===== src/rtl/mem_access_unit_pkg.sv =====
// Shared types and constants for the multicycle memory access unit.
package mem_access_unit_pkg;

  typedef enum logic {
    IDLE = 1'b0,
    BUSY = 1'b1
  } state_e;

  typedef enum logic {
    RD = 1'b0,
    WR = 1'b1
  } cmd_e;

  localparam int unsigned DEFAULT_TIMEOUT = 255;

  function automatic logic is_aligned(input logic [1:0] low_bits);
    return (low_bits == 2'b00);
  endfunction

endpackage


===== src/rtl/mem_access_unit_wait_timer.sv =====
// Saturating wait counter for an outstanding memory access.
module wait_timer
  import mem_access_unit_pkg::*;
#(
  parameter int unsigned TIMEOUT = DEFAULT_TIMEOUT
) (
  input  logic clk,
  input  logic reset,
  input  logic clear,
  input  logic enable,
  output logic expired
);

  localparam int unsigned CW = (TIMEOUT < 1) ? 1 : $clog2(TIMEOUT + 1);
  localparam logic [CW-1:0] LIMIT = CW'(TIMEOUT);

  logic [CW-1:0] count_q, count_d;

  always_comb begin
    count_d = count_q;
    if (clear) begin
      count_d = '0;
    end else if (enable && (count_q != LIMIT)) begin
      count_d = count_q + CW'(1);
    end
  end

  always_ff @(posedge clk or posedge reset) begin
    if (reset) begin
      count_q <= '0;
    end else begin
      count_q <= count_d;
    end
  end

  assign expired = (count_q == LIMIT);

endmodule


===== src/rtl/mem_access_unit.sv =====
// Multicycle memory access unit: registered strobes, wait/timeout handling,
// instruction register and memory data register capture.
module mem_access_unit
  import mem_access_unit_pkg::*;
#(
  parameter int unsigned TIMEOUT = DEFAULT_TIMEOUT,
  parameter int unsigned AW      = 32
) (
  input  logic          clk,
  input  logic          reset,
  input  logic          memread,
  input  logic          memwrite,
  input  logic          IorD,
  input  logic          IR_write,
  input  logic [AW-1:0] pc,
  input  logic [AW-1:0] alu_out,
  input  logic [AW-1:0] write_data,
  output logic [AW-1:0] mem_addr,
  output logic          mem_rd,
  output logic          mem_wr,
  output logic [AW-1:0] mem_wdata,
  input  logic [AW-1:0] mem_rdata,
  input  logic          mem_ready,
  output logic          stall,
  output logic [AW-1:0] instr,
  output logic [5:0]    opcode,
  output logic [AW-1:0] mdr,
  output logic          err
);

  state_e        state_q, state_d;
  cmd_e          cmd_q, cmd_d;
  logic          ir_sel_q, ir_sel_d;
  logic [AW-1:0] addr_q, addr_d;
  logic [AW-1:0] wdata_q, wdata_d;
  logic          rd_q, rd_d;
  logic          wr_q, wr_d;
  logic [AW-1:0] instr_q, instr_d;
  logic [AW-1:0] mdr_q, mdr_d;
  logic          err_q, err_d;

  logic          tmr_clear, tmr_enable, tmr_expired;
  logic          stall_c;
  logic [AW-1:0] sel_addr;
  logic          req_any, req_legal;

  wait_timer #(.TIMEOUT(TIMEOUT)) u_wait_timer (
    .clk     (clk),
    .reset   (reset),
    .clear   (tmr_clear),
    .enable  (tmr_enable),
    .expired (tmr_expired)
  );

  assign sel_addr  = IorD ? alu_out : pc;
  assign req_any   = memread | memwrite;
  assign req_legal = (memread ^ memwrite) && is_aligned(sel_addr[1:0]);

  always_comb begin
    state_d    = state_q;
    cmd_d      = cmd_q;
    ir_sel_d   = ir_sel_q;
    addr_d     = addr_q;
    wdata_d    = wdata_q;
    rd_d       = rd_q;
    wr_d       = wr_q;
    instr_d    = instr_q;
    mdr_d      = mdr_q;
    err_d      = err_q;
    tmr_clear  = 1'b0;
    tmr_enable = 1'b0;
    stall_c    = 1'b0;

    case (state_q)
      IDLE: begin
        if (req_any) begin
          if (req_legal) begin
            addr_d    = sel_addr;
            wdata_d   = write_data;
            cmd_d     = memwrite ? WR : RD;
            ir_sel_d  = IR_write;
            rd_d      = memread;
            wr_d      = memwrite;
            tmr_clear = 1'b1;
            stall_c   = 1'b1;
            state_d   = BUSY;
          end else begin
            err_d = 1'b1;
          end
        end
      end
      BUSY: begin
        // Ready wins over expiry when both land in the same cycle.
        if (mem_ready) begin
          if (cmd_q == RD) begin
            if (ir_sel_q) begin
              instr_d = mem_rdata;
            end else begin
              mdr_d = mem_rdata;
            end
          end
          rd_d    = 1'b0;
          wr_d    = 1'b0;
          state_d = IDLE;
        end else if (tmr_expired) begin
          err_d   = 1'b1;
          rd_d    = 1'b0;
          wr_d    = 1'b0;
          state_d = IDLE;
        end else begin
          tmr_enable = 1'b1;
          stall_c    = 1'b1;
        end
      end
    endcase
  end

  always_ff @(posedge clk or posedge reset) begin
    if (reset) begin
      state_q  <= IDLE;
      cmd_q    <= RD;
      ir_sel_q <= 1'b0;
      addr_q   <= '0;
      wdata_q  <= '0;
      rd_q     <= 1'b0;
      wr_q     <= 1'b0;
      instr_q  <= '0;
      mdr_q    <= '0;
      err_q    <= 1'b0;
    end else begin
      state_q  <= state_d;
      cmd_q    <= cmd_d;
      ir_sel_q <= ir_sel_d;
      addr_q   <= addr_d;
      wdata_q  <= wdata_d;
      rd_q     <= rd_d;
      wr_q     <= wr_d;
      instr_q  <= instr_d;
      mdr_q    <= mdr_d;
      err_q    <= err_d;
    end
  end

  // Reset is asynchronous, so the combinational stall must drop with it too.
  assign stall     = stall_c & ~reset;
  assign mem_addr  = addr_q;
  assign mem_rd    = rd_q;
  assign mem_wr    = wr_q;
  assign mem_wdata = wdata_q;
  assign instr     = instr_q;
  assign opcode    = instr_q[31:26];
  assign mdr       = mdr_q;
  assign err       = err_q;

endmodule


===== config.mk =====
export PLATFORM = sky130hd
export DESIGN_NAME = mem_access_unit
export DESIGN_NICKNAME = d
export VERILOG_FILES = /design/src/rtl/mem_access_unit_pkg.sv /design/src/rtl/mem_access_unit_wait_timer.sv /design/src/rtl/mem_access_unit.sv
export SDC_FILE = /design/constraint.sdc
export NUM_CORES = 1
export LEC_CHECK = 0
export CORE_ASPECT_RATIO = 0.6
export CORE_MARGIN = 3
export CORE_UTILIZATION = 45
export CTS_BUF_LIST = sky130_fd_sc_hd__clkbuf_8
export DETAILED_ROUTE_END_ITERATION = 10
export PLACE_DENSITY = 0.91
export SETUP_SLACK_MARGIN = 0.5
export SYNTH_ARGS = -nofsm -noshare
export SYNTH_HDL_FRONTEND = slang
export SYNTH_SLANG_ARGS = --single-unit

===== constraint.sdc =====
create_clock -name clk -period 9.7 [get_ports clk]
set_clock_uncertainty 0.05 [all_clocks]
set_input_delay 2.425 -clock clk [delete_from_list [all_inputs] [get_ports clk]]
set_output_delay 2.425 -clock clk [all_outputs]
set_load 0.005 [all_outputs]

==> results.md <==
* Post-synth EDFFs at 0
* # DRC at 0
* Final instance area at 9120 um^2
* Clock slew at the register clock pins of the worst setup and hold paths at around 80 ps
* Relative slew slack at 0.297
* Max Clock Freq at roughly 140 MHz
* Share of the synthesized area in the top cell type at 0.603
* Seq/Total Area, Yosys at 0.603
* Grt ovf at 0
* WS Path Type: in -> out
* Wire length per cell at 17.7 um
* Status: finished, final reports clean
* Ports at 273
* Area used by multi-input combinational logic at 2150 um^2
* Avg Cell Area, Syn at 14.1 um^2
* Fin util at 0.735
* Syn Inst Count at ~420
* Hold_buf cts at 0
* Sum Neg Setup Slack at 0 ps
* Power density over the cells at 247 nW/um^2
* Fin. Hold Viols at 0
* Max Fanout on Critical Path at 10
* PostCTS Resize Cnt at 0
* Clock Tree Buf Depth at 2
* Synth top area cells: dfrtp_1 60%, mux2_2 12%, mux2_4 7.9%, mux2i_1 5.6%, o21ai_0 3.1%
* Ys async rst share at 1.00
* DRT Wirelength at 15,300 um
* Detail Route Antenna Nets at 0
* Sw Ratio at 0.267
* Final Wtd Congestion at between 0.8 and 0.9
* Port Buf Inserts at 272
* Dpl ws at roughly 2800 ps
* Warnings, synthesis at 0
* Sinks on the clock net at 142
* Worst EP arrival at 4430 ps
* Nets@finish at 823
* Startpoint types: input port
* Yosys cell types at 33
* DRT iter0 DRCs at around 160
* FILL cells at approximately 800
* Fin. max-slew vios at 0
* Die width at 154 um
* RSZ-0062 raised after global routing: no
* Yosys reg bits at 142
* Main synth FF type: dfrtp_1
* Placed Area at 8690 um^2
* Row count at 31
* Final WS setup at 2800 ps
* Gate power share at 0.363
* Yosys top cell by area: dfrtp_1
* Die area at 14,500 um^2
* Sequential power share at 0.414
* Vias in the first global route at around 4.6k
* Internal cell power at 1.65 mW
* Post-synth top cells: 142 x dfrtp_1, 64 x mux2_2, 36 x nand2_1, 36 x o21ai_0, 33 x mux2i_1
* Initial antenna violation count at 0
* Crit share post-route at 0.712
* Vias per Instance at 4.95
* Switching power of the nets at 0.601 mW
* Reg area at about 3600 um^2
* Clk pwr share at 0.223
* Root Driver: clkbuf_8
* Max-Cap Viols at 0
* Req. time, crit path at 7230 ps
* Post-CTS setup repair buffer count at 0
* Layout cells sized above 1 at 0.199
* Starting density of the core at 0.475
* Largest net degree at the start of global routing at 94
* Finish-stage setup viols at 0
* Synthesis-to-finish area growth at 54.7%
* Clk_lat worst skew at 420 ps
* Crit path capture type: output port
* Vias at around 4.3k
* Overall power at approximately 2.3 mW
* Global-route wire length before repair at ~24,000 um
* Max IR drop VDD at 0.146 mV
* Most common cell in the netlist: dfrtp_1
* HPWL Detailed at 11,500 um
* Die height at 94.6 um
* Leak at between 4 and 5 nW
* Post-Syn Nets at ~560
* Worst-Margin Slew at 1050 ps
* Hold Path Class: reg -> reg
* CTS tree: yes
* DRT Pass-1 Iters at 4
* Num CTS Buffers at 17
* ANT cells at 0
* Core area at 12,400 um^2
* Gr usage total at 0.210
* CTS H-tree lvls at 4
* Synth Cell Area at 5890 um^2
* Shortest period the worst path allows at ~6900 ps
## sequential cells by signal, indices dropped and copies added (netlist names)
register and count:
u_wait_timer.count_q 8, ir_sel_q 1, mem_rd 1, cmd_q 1, mdr 32, state_q 1, err 1, instr 32
mem_wr 1, mem_wdata 32, mem_addr 32
## final timing paths
path,cells after the start,slack (ps),to,startpoint
setup / recovery,7,2800,stall,memread
max in group asynchronous,3,5820,instr[14],reset
setup reg to reg,4,7510,mem_wdata[29],state_q
min in group asynchronous,2,2440,mem_addr[26],reset
hold / removal,2,430,mem_addr[24],mem_addr[24]
hold reg to reg,2,430,mem_addr[24],mem_addr[24]
## per-stage QoR
step	hold slack (ps)	instances
final	433	864
after global placement	412	832
after global routing	454	864
after floorplan	422	418
after detailed placement	421	832
after CTS	438	864
## worst max-delay path, stage by stage
cell             delay, ps
clkdlybuf4s50_1        480
inv_1                   50
ha_1                   300
and4bb_2               270
o21ai_4                310
a21oi_1                110
clkdlybuf4s50_1        480
## cell usage in the layout, fill, tap and decap left out, drive strengths merged, types with 3 or more instances in the layout
cell type and count:
mux2 97, dfrtp 142, o21ai 37, clkinv 4, nand3 6, inv 10, nor2 7, mux2i 33
buf 6, nand2 36, a21oi 4, clkbuf 18, clkdlybuf4s50 271, bufinv 3
## power by group through the flow
stage	Combinational, mW	Sequential [mW]	Clock (mW)
after floorplan	0.263	0.943	0
after global placement	0.816	0.927	0
after detailed placement	0.831	0.942	0
after CTS	0.834	0.936	0.515
after global routing	0.879	0.961	0.544
final	0.818	0.934	0.504
## cell type report
cell class	count	share of cell area
flip-flops and latches	142	0.390
well taps	165	0.0226
multi-input cells	243	0.236
clock inverters	14	0.0198
inverters	5	0.00261
repair buffers	277	0.302
clock buffers	18	0.0272
## kinds of logic after synthesis
group,count (synthesis),synth area share
flip-flops,142,0.603
multiplexers,130,0.261
XOR/XNOR,1,0.00149
adder cells (fa/ha/maj),2,0.00425
AO/OA/AOI/OAI,49,0.0456
AND/OR/NAND/NOR,61,0.0503
buffers and inverters,33,0.0342
## routing by layer
| layer | up-vias | wire (um) | share of wire | GRT usage |
|---|---|---|---|---|
| met2 | 151 | 7680 | 0.50 | 0.364 |
| li1 | 2004 | - | - | - |
| met5 | - | 0 | 0 | 0 |
| met4 | 0 | 163 | 0.011 | 0.0536 |
| met1 | 2105 | 6330 | 0.41 | 0.250 |
| met3 | 13 | 1150 | 0.075 | 0.0797 |
Note: power is estimated with default switching activity, not from simulation.
